**config.mk**
```make
export PLATFORM = sky130hd
export DESIGN_NAME = alaw_channel_scheduler
export DESIGN_NICKNAME = d
export VERILOG_FILES = /design/src/rtl/alaw_channel_scheduler.sv
export SDC_FILE = /design/constraint.sdc
export NUM_CORES = 1
export LEC_CHECK = 0
export ABC_CLOCK_PERIOD_IN_PS = 2500
export CAP_MARGIN = 10
export CORE_ASPECT_RATIO = 1.1
export CORE_UTILIZATION = 39
export CTS_CLUSTER_SIZE = 20
export DETAILED_ROUTE_END_ITERATION = 8
export PLACE_DENSITY = 0.87
export SLEW_MARGIN = 10
export SYNTH_ARGS = -nofsm -noshare
export SYNTH_HDL_FRONTEND = slang
export SYNTH_SLANG_ARGS = --single-unit
```
**constraint.sdc**
```tcl
create_clock -name clk -period 2.5 [get_ports clk]
set_clock_uncertainty 0.1 [all_clocks]
set_input_delay 0.25 -clock clk [delete_from_list [all_inputs] [get_ports clk]]
set_output_delay 0.25 -clock clk [all_outputs]
set_load 0.05 [all_outputs]
```
**src/rtl/alaw_channel_scheduler.sv**
```systemverilog
// alaw_channel_scheduler: round-robin time-multiplexer that shares one combinational
// A-law compressor across 2**CHW PCM channels. It grants one requester per IDLE cycle,
// registers the sample into the encoder input, captures the code one cycle later and
// holds it under valid/ready backpressure.
//
// Optional feature macro: ALAW_SCHED_EVEN_INVERT_EN
//   defined   -> out_code carries enc_out ^ 8'h55 (G.711 even-bit inversion)
//   undefined -> out_code carries enc_out unchanged
module alaw_channel_scheduler #(
  parameter int unsigned CHW = 2
) (
  input  logic                        clk,
  input  logic                        reset,
  input  logic [(1<<CHW)-1:0]         req,
  input  logic [12*(1<<CHW)-1:0]      sample,
  output logic [(1<<CHW)-1:0]         ack,
  output logic [11:0]                 enc_in,
  input  logic [7:0]                  enc_out,
  output logic [7:0]                  out_code,
  output logic [CHW-1:0]              out_ch,
  output logic                        out_valid,
  input  logic                        out_ready
);

  localparam int unsigned N = 1 << CHW;

`ifdef ALAW_SCHED_EVEN_INVERT_EN
  localparam logic [7:0] InvMask = 8'h55;
`else
  localparam logic [7:0] InvMask = 8'h00;
`endif

  typedef enum logic [1:0] {
    StIdle,
    StEncode,
    StHold
  } state_e;

  state_e         state_q;
  logic [CHW-1:0] ptr_q;
  logic [CHW-1:0] grant_q;

  logic [CHW-1:0] pick;
  logic [CHW-1:0] idx;
  logic           found;

  // Round-robin search: first set request at or after ptr_q, wrapping modulo N.
  always_comb begin
    found = 1'b0;
    pick  = ptr_q;
    idx   = ptr_q;
    for (int unsigned i = 0; i < N; i++) begin
      idx = ptr_q + CHW'(i);
      if (!found && req[idx]) begin
        found = 1'b1;
        pick  = idx;
      end
    end
  end

  // Scheduler FSM with all outputs registered; enc_in only changes on a grant.
  always_ff @(posedge clk) begin
    if (reset) begin
      state_q   <= StIdle;
      ptr_q     <= '0;
      grant_q   <= '0;
      ack       <= '0;
      enc_in    <= '0;
      out_code  <= '0;
      out_ch    <= '0;
      out_valid <= 1'b0;
    end else begin
      ack <= '0;
      unique case (state_q)
        StIdle: begin
          if (found) begin
            enc_in    <= sample[12*pick +: 12];
            grant_q   <= pick;
            ack[pick] <= 1'b1;
            // CHW-bit add wraps N-1 back to 0.
            ptr_q     <= pick + 1'b1;
            state_q   <= StEncode;
          end
        end
        StEncode: begin
          out_code  <= enc_out ^ InvMask;
          out_ch    <= grant_q;
          out_valid <= 1'b1;
          state_q   <= StHold;
        end
        StHold: begin
          if (out_ready) begin
            out_valid <= 1'b0;
            state_q   <= StIdle;
          end
        end
        default: state_q <= StIdle;
      endcase
    end
  end

endmodule

```
# Yosys cells after proc, flatten, opt, wreduce, memory -nomap -nowiden

Cells that the tools add are included.

$add $sub $neg: 4
Multipliers: 1
Order comparisons: 6
Equality and inequality tests: 4
Shift operators: 1
Muxes and demuxes: 22
Bitwise gates (word level): 2
Reductions and logical operators: 13

Operators with widths:

| cell                                                                   | number |
|---|---|
| 48-bit by 7-bit variable part select with 12-bit output                | 1 |
| 2-bit by 3-bit < comparator with 1-bit output (second input constant)  | 5 |
| 1-bit two-way mux                                                      | 10 |
| 2-bit two-way mux                                                      | 5 |
| 1-bit binary-select mux with 2-bit select                              | 4 |
| 2-bit one-hot mux with 3 select lines                                  | 1 |
| 2-bit AND reduction                                                    | 3 |
| 2-bit by 1-bit adder with 2-bit output (second input constant)         | 2 |
| 2-bit adder (second input constant)                                    | 2 |
| 1-bit logical AND                                                      | 4 |
| 2-bit by 2-bit multiplier with 4-bit output (first input constant)     | 1 |
| 2-bit != test (second input constant)                                  | 2 |
| 1-bit zero test                                                        | 3 |
| 3-bit OR reduction                                                     | 1 |
| 1-bit demux with 2-bit select                                          | 1 |
| 2-bit by 1-bit equality test with 1-bit output (second input constant) | 1 |
| 2-bit equality test (second input constant)                            | 1 |
| 2-bit by 1-bit >= comparator with 1-bit output (second input constant) | 1 |
| 2-bit zero test                                                        | 1 |
| 1-bit NOT                                                              | 2 |
| 1-bit one-hot mux with 2 select lines                                  | 1 |
| 2-bit nonzero test                                                     | 1 |

Flip-flop bits (word level): 33
Input bits: 63
Output and inout port bits: 27

# Depth between registers and ports, before layout

Gate-level depths: netlist (run 1).

Word-level depth: 16
Mapped depth: 8
Mapped depth without buffers: 7

# Worst setup path before layout (run 1)

Ideal clock, no wire load.

Path type: register to register
Start point: register ptr_q[1]
End point: register ptr_q[1]
Arrival time: 1.733 ns
Required time: 2.272 ns
Slack: 0.539 ns
Cell stages (with the launch flop): 9
Cells stage by stage: dfxtp_1 > and3b_1 > a2111oi_4 > nor2_2 > inv_2 > buf_6 > ha_1 > mux2i_1 > nor2_1

Longest elaborated chain between the ends: 13

RTL lines:

| what                                                                            | line | RTL |
|---|---|---|
| start, declared                                                                 | 40   | `logic [CHW-1:0] ptr_q;` |
| start signal, assigned                                                          | 81   | `ptr_q <= pick + 1'b1;` |
| branches (longest 11 deep; another with 2-bit by 1-bit adder with 2-bit output) | -    |  |
| 2-bit two-way mux (*)                                                           | 54   | `if (!found && req[idx]) begin` |
| net pick[1]                                                                     | 43   | `logic [CHW-1:0] pick;` |
| 2-bit by 1-bit adder with 2-bit output (*)                                      | 81   |  |

Mark *: on every way through the listed nets, which the timed path passes. The select of a mux whose other input is x is not followed.
A chain may end at the register's enable or synchronous reset.

# Final worst setup path (run 1)

Start point: input port req[3]
End point: register enc_in[0]

Longest elaborated chain between the ends: 14

RTL lines:

| what                                                    | line | RTL |
|---|---|---|
| start, declared                                         | 14   | `input logic [(1<<CHW)-1:0] req,` |
| 1-bit binary-select mux with 2-bit select               | 54   |  |
| 1-bit two-way mux (not written as such)                 | 54   |  |
| 1-bit two-way mux                                       | 54   |  |
| 1-bit zero test                                         | 54   |  |
| 1-bit logical AND                                       | 54   |  |
| 1-bit two-way mux                                       | 54   |  |
| 1-bit zero test                                         | 54   |  |
| 1-bit logical AND                                       | 54   |  |
| 1-bit two-way mux                                       | 54   |  |
| 1-bit zero test                                         | 54   |  |
| 1-bit logical AND                                       | 54   |  |
| 2-bit two-way mux                                       | 54   |  |
| 2-bit by 2-bit multiplier with 4-bit output             | 77   | `enc_in <= sample[12*pick +: 12];` |
| 48-bit by 7-bit variable part select with 12-bit output | 77   |  |
| end signal, assigned                                    | 77   |  |
| end, declared                                           | 17   | `output logic [11:0] enc_in,` |

Parallel ways exist; a longest one is shown, timed or not. The select of a mux whose other input is x is not followed.

==> metrics.log, run 1 <==
[metrics] height of the chip: between 70 and 80 um
[metrics] min setup slack post-route: approximately 380 ps
[metrics] layout net count: around 360
[metrics] primary flip-flop cell chosen by synthesis mapping: dfxtp_1
[metrics] layout overhead on the synthesized area: 62.0%
[metrics] worst hold margin: between 300 and 400 ps
[metrics] CTS H-tree lvls: 2
[metrics] share of synthesized area occupied by flip-flops and latches: 39.4%
[metrics] EDFF count, synth: 0
[metrics] first-pass GRT wire length: between 7000 and 8000 um
[metrics] final number of setup-violating endpoints: 0
[metrics] period utilization: between 80% and 90%
[metrics] synthesized flop and latch total: 33
[metrics] cell leakage power: roughly 1.0 nW
[metrics] most area-hungry cell type in the Yosys netlist: dfxtp_1
[metrics] number of antenna violations at the first check in global routing: 0
[metrics] clock edge transition at the registers on the reported setup and hold paths: approximately 70 ps
[metrics] worst-case reg-to-reg path depth: 7
[metrics] vias in the first global route: around 1800
[metrics] worst setup slack for register-to-register paths: roughly 550 ps
[metrics] FMAX: roughly 470 MHz
[metrics] root cell of the clock tree: clkbuf_8
[metrics] minimum clock period after layout: about 2100 ps
[metrics] synth top area cells: dfxtp_1 39%, mux2i_1 8.4%, nand2_1 7.6%
[metrics] pin slew with the least headroom to its limit: between 700 and 800 ps
[metrics] drc violations: 0
[metrics] Post-Syn Instances: ~200
[metrics] syn avg cell area: roughly 8.5 um^2
[metrics] area of the core region: between 4000 and 5000 um^2
[metrics] Post-DP HPWL: around 3400 um
[metrics] worst setup path category: in2reg
[metrics] row cnt: 24
[metrics] warnings from Yosys: 0
[metrics] CTS tree: done
[metrics] cell area after synthesis: roughly 1700 um^2
[metrics] final weighted congestion of routability-driven global placement: a little over 0.7
[metrics] number of iterations in the first detailed-routing pass: 4
[metrics] clock sink count: 33
[metrics] buffers inserted during post-CTS setup optimization: 0
[metrics] latest clock arrival within the worst-skew pair: 280 ps
[metrics] share of cells above drive strength 1: approximately 6.2%
[metrics] unrepaired setup endpoints after global routing: no
[metrics] max-cap check violation count: 0
[metrics] Synth cell types: 28
[metrics] Antenna Cells: 0
[metrics] pin count of the biggest net entering global routing: 25
[metrics] Post-synth ARST share: 0%
[metrics] Setup TNS: 0 ps
[metrics] Hold Violations, Final: 0
[metrics] starting density of the core: around two fifths
[metrics] post-route ant nets: 0
[metrics] Max Slew Vio Count: 0
[metrics] routed length per instance: around 13 um
[metrics] power density normalized to cell area: slightly below 700 nW/um^2
[metrics] startpoint class of the critical path: input port
[metrics] Top Ports: 90
[metrics] worst hold-check path type: reg2reg
[metrics] GRT Total Usage: between 20 and 25%
[metrics] area share of the leading cell type in the synthesized netlist: 39.4%
[metrics] worst hold stages: 2
[metrics] Arrival @ worst endpoint: roughly 2200 ps
[metrics] Port Buffers: 89
[metrics] largest driver fanout on the critical path: 7
[metrics] Max clock buf depth: 2
[metrics] cts bufs inserted: 5
[metrics] post-place setup slack: approximately 77 ps
[metrics] result of the run: completed
[metrics] # hold bufs at CTS: 0
[metrics] Data required, critical path: between 2000 and 3000 ps
[metrics] routed wire length: between 4000 and 5000 um
[metrics] GRT overflow: 0
[metrics] Critical Path Sink Type: flip-flop
[metrics] syn_nets: around 270
[metrics] die span in x: 64.5 um
[metrics] die area: around 4600 um^2
[metrics] Vias: about 1800
[metrics] Max rail drop VDD: around 0.42 mV
[metrics] post-cts sizing count: 0
[metrics] worst-case headroom to the max-slew limit: about half
[metrics] number of violations reported at the end of detailed-routing iteration 0: 77
[metrics] detail-routed via count per cell: 5.19
flip-flops by register name, indices dropped and copies added, names as in the netlist:
name	count
ack	4
grant_q	2
out_code	8
out_valid	1
ptr_q	2
state_q	2
out_ch	2
enc_in	12
worst max-delay path: stages:
cell	delay [ps]
clkdlybuf4s50_1	580
and3b_1	230
a2111oi_4	320
nor2_2	110
inv_2	170
buf_4	180
mux2i_1	220
o211ai_1	110
placed cells by master, fill, tap and decap left out:
cell type        count
a2111oi_4            1
a211oi_1             1
a21oi_1             14
and3_1               4
and3b_1              1
buf_4                8
clkbuf_1             1
clkbuf_8             5
clkdlybuf4s50_1     89
clkinv_2             2
dfxtp_1             33
ha_1                 4
inv_1                4
inv_2                1
mux2i_1             14
nand2_1             34
nand2b_1             4
nor2_1               6
nor2_2               1
nor2b_1              3
nor3_1               3
nor3b_1             12
nor4_1               2
o211a_1              1
o211ai_1            12
o21a_1              14
o21ai_1             13
o21bai_1             1
o311a_1              1
or2_1                1
cell usage after synthesis (6+ instances only):
master    instances
a21oi_1          14
clkbuf_1         11
dfxtp_1          33
o21ai_1          13
nand2_1          34
o211ai_1         12
o21a_1           14
mux2i_1          14
nor3b_1          12
nor2_1            6
worst paths after layout:
kind | from | to
max | req[3] | enc_in[0]
min | out_code[5] | out_code[5]
max reg2reg | ptr_q[1] | enc_in[0]
min reg2reg | out_code[5] | out_code[5]
where the power goes:
group / internal [mW] / switching [mW]
sequential: 0.604 / 0.0503
combinational: 0.346 / 0.460
clock: 0.193 / 0.185
layout make-up:
type	count	area, um^2
Inverter	5	18.8
Sequential cell	33	661
Clock buffer	6	72.6
Timing Repair Buffer	97	951
Multi-Input combinational cell	147	941
Clock inverter	2	10.0
Fill cell	362	1340
Tap cell	52	65.1
logic make-up after synthesis:
group	share of synthesized area [%]
simple gates	21.3
compound gates	23.4
flops	39.4
buf+inv	4.55
mux	8.35
fa+ha+maj	2.98
routing by layer:
layer	GRT usage (%)	vias up	part of all wire, %
met1	20.0	814	39
met4	9.88	0	1.9
met3	7.26	9	8.2
met5	0	-	0
li1	-	876	-
met2	36.7	77	51
stage by stage:
stage | util (%) | instance area (um^2) | power (mW) | instances
2_1_floorplan | - | 1680 | 1.17 | 198
3_3_place_gp | 65.0 | 2640 | 1.46 | 334
3_5_place_dp | 65.0 | 2640 | 1.47 | 334
4_1_cts | 67.1 | 2720 | 1.85 | 342
5_1_grt | 67.1 | 2720 | 1.93 | 342
6_report | 67.1 | 2720 | 1.84 | 342
Note: power is estimated with default switching activity, not from simulation.
==> inputs of run 2 (changes only) <==
ABC_CLOCK_PERIOD_IN_PS = 2000   (was 2500)
clock period = 2 ns   (was 2.5 ns; I/O delays follow)
==> metrics.log, run 2 (synthesis results as in run 1) <==
[metrics] result of the run: completed
[metrics] worst hold margin: 352 ps (+0.245 ps)
[metrics] GRT overflow: 0 (unchanged)
[metrics] CTS tree: done
[metrics] FMAX: 524 MHz
[metrics] minimum clock period after layout: between 1500 and 2000 ps
[metrics] clock sink count: 33 (unchanged)
[metrics] drc violations: 0 (unchanged)
[metrics] die span in x: 64.5 um (unchanged)
[metrics] pin count of the biggest net entering global routing: 25 (unchanged)
[metrics] detail-routed via count per cell: 5.16 (-0.60%)
[metrics] Arrival @ worst endpoint: 1980 ps (-190 ps)
[metrics] layout net count: 366 (+2.8%)
[metrics] routed wire length: 4600 um (+3.1%)
[metrics] cell leakage power: 1.11 nW (+6.5%)
[metrics] net load switching power: 903 uW (+30%)
[metrics] Top Ports: 90 (unchanged)
[metrics] Max Slew Vio Count: 0 (unchanged)
[metrics] commonest cells after routing, fill and taps aside: 89 x clkdlybuf4s50_1, 34 x nand2_1, 33 x dfxtp_1, 16 x buf_4
[metrics] met2 Resource Use GR: 36.6% (-0.12 points)
[metrics] Port Buffers: 89 (unchanged)
[metrics] largest driver fanout on the critical path: 5 (-2)
[metrics] buffers inserted during post-CTS setup optimization: 0 (unchanged)
[metrics] Max clock buf depth: 2 (unchanged)
[metrics] Critical Path Sink Type: flip-flop
[metrics] worst-case headroom to the max-slew limit: 65.2% (+14 points)
[metrics] starting density of the core: 41.4% (unchanged)
[metrics] unrepaired setup endpoints after global routing: no
[metrics] routed length per instance: 13.1 um (+0.19%)
[metrics] vias in the first global route: 1751 (-0.51%)
[metrics] final number of setup-violating endpoints: 0 (unchanged)
[metrics] die area: 4570 um^2 (unchanged)
[metrics] number of iterations in the first detailed-routing pass: 4 (unchanged)
[metrics] layout overhead on the synthesized area: 69.4%
[metrics] most common library cell in the layout ignoring fill and taps: clkdlybuf4s50_1
[metrics] Vias: 1817 (+2.3%)
[metrics] largest registers: enc_in x12, out_code x8, ack x4
[metrics] Switching Share: 36.8% (-1.0 points)
[metrics] number of violations reported at the end of detailed-routing iteration 0: 106 (+38%)
[metrics] row cnt: 24 (unchanged)
[metrics] relative contribution of combinational cells to total power: 44.0% (about the same)
[metrics] Largest register FFs: 12 (unchanged)
[metrics] GR met3 Demand/Resource: 8.06% (+0.81 points)
[metrics] register with the highest flop count: enc_in
[metrics] GRT Total Usage: 20.9% (+0.72 points)
[metrics] area of the core region: 4050 um^2 (unchanged)
[metrics] height of the chip: 70.8 um (unchanged)
[metrics] CTS H-tree lvls: 2 (unchanged)
[metrics] layer with the highest usage after global routing: met2
[metrics] clock edge transition at the registers on the reported setup and hold paths: 70 ps (about the same)
[metrics] worst hold-check path type: in2reg
[metrics] first-pass GRT wire length: 7360 um (+2.2%)
[metrics] share of cells above drive strength 1: 10.0% (+3.8 points)
[metrics] min setup slack post-route: 93.0 ps (-284 ps)
[metrics] # hold bufs at CTS: 0 (unchanged)
[metrics] Antenna Cells: 0 (unchanged)
[metrics] post-place setup slack: -226 ps (-303 ps)
[metrics] GR Util met1: 22.0% (+1.9 points)
[metrics] Post-DP HPWL: 3510 um (+3.4%)
[metrics] number of antenna violations at the first check in global routing: 0 (unchanged)
[metrics] period utilization: around 95%
[metrics] worst setup path category: in2reg
[metrics] Data required, critical path: 2080 ps (-470 ps)
[metrics] max-cap check violation count: 0 (unchanged)
[metrics] post-cts sizing count: 0 (unchanged)
[metrics] final weighted congestion of routability-driven global placement: 0.757 (+4.4%)
[metrics] post-route ant nets: 0 (unchanged)
[metrics] fraction of power consumed by the clock network: 22.9% (+2.4 points)
[metrics] pin slew with the least headroom to its limit: 521 ps (-216 ps)
[metrics] sequential share of power: 33.1% (-2.5 points)
[metrics] Hold Violations, Final: 0 (unchanged)
[metrics] latest clock arrival within the worst-skew pair: 290 ps (about the same)
[metrics] Max rail drop VDD: 0.466 mV (+10%)
[metrics] cts bufs inserted: 5 (unchanged)
[metrics] power density normalized to cell area: 863 nW/um^2 (+28%)
[metrics] startpoint class of the critical path: input port
[metrics] design internal power: 1.55 mW (+36%)
[metrics] root cell of the clock tree: clkbuf_8
-- run 2: changes by cell type in the layout (fill, tap and decap cells not counted), sizes merged --
cell	before	now
clkinv	2	1
clkbuf	6	7
buf	8	18
-- run 2: critical path, stage by stage --
cell	delay, ps
clkdlybuf4s50_1	520
and3b_1	220
a2111oi_4	330
nor2_2	120
inv_4	120
buf_4	160
mux2i_1	210
o211ai_1	90
-- run 2: worst paths after layout --
kind,to,slack [ps],cells after the start,start
max,enc_in[0],90,8,req[3]
max reg2reg,enc_in[0],220,7,ptr_q[1]
min reg2reg,out_ch[0],360,2,out_ch[0]
min,out_code[7],350,3,enc_out[7]
-- run 2: layout make-up --
type | count | area, um^2
fillers | 337 | 1210
repair buffers | 107 | 1050
multi-input cells | 147 | 942
flip-flops and latches | 33 | 661
clock buffers | 7 | 96.3
well taps | 52 | 65.1
inverters | 5 | 21.3
clock inverters | 1 | 5.00
-- run 2: power by group through the flow --
stage                     combinational, mW  clock, mW  sequential (mW)
after floorplan                       0.373          0             1.09
after global placement                 1.06          0            0.825
after detailed placement               1.08          0            0.825
after CTS                              1.08      0.567            0.811
after global routing                   1.15      0.599            0.822
final                                  1.08      0.562            0.812
-- run 2: stage by stage --
stage	instance area (um^2)	utilization, %	setup TNS [ps]	instances	power [mW]
global route	2840	70.1	0	352	2.57
global placement	2740	67.5	-2170	344	1.89
CTS	2840	70.0	0	352	2.46
floorplan	1680	-	0	198	1.46
finish	2840	70.1	0	352	2.45
detailed placement	2740	67.5	-2740	344	1.90
-- run 2: layer usage --
layer  vias to the layer above  wire, um  share of wire (%)
li1                        905         -                  -
met1                       822      1790                 39
met2                        75      2290                 50
met3                        15       378                8.2
met4                         0       134                2.9
met5                         -         0                  0
==> inputs of run 3 (changes only) <==
SKIP_LAST_GASP = 1   (was default)
==> results of run 3 <==
Final layout, timing and power as in run 2 (identical DEF).
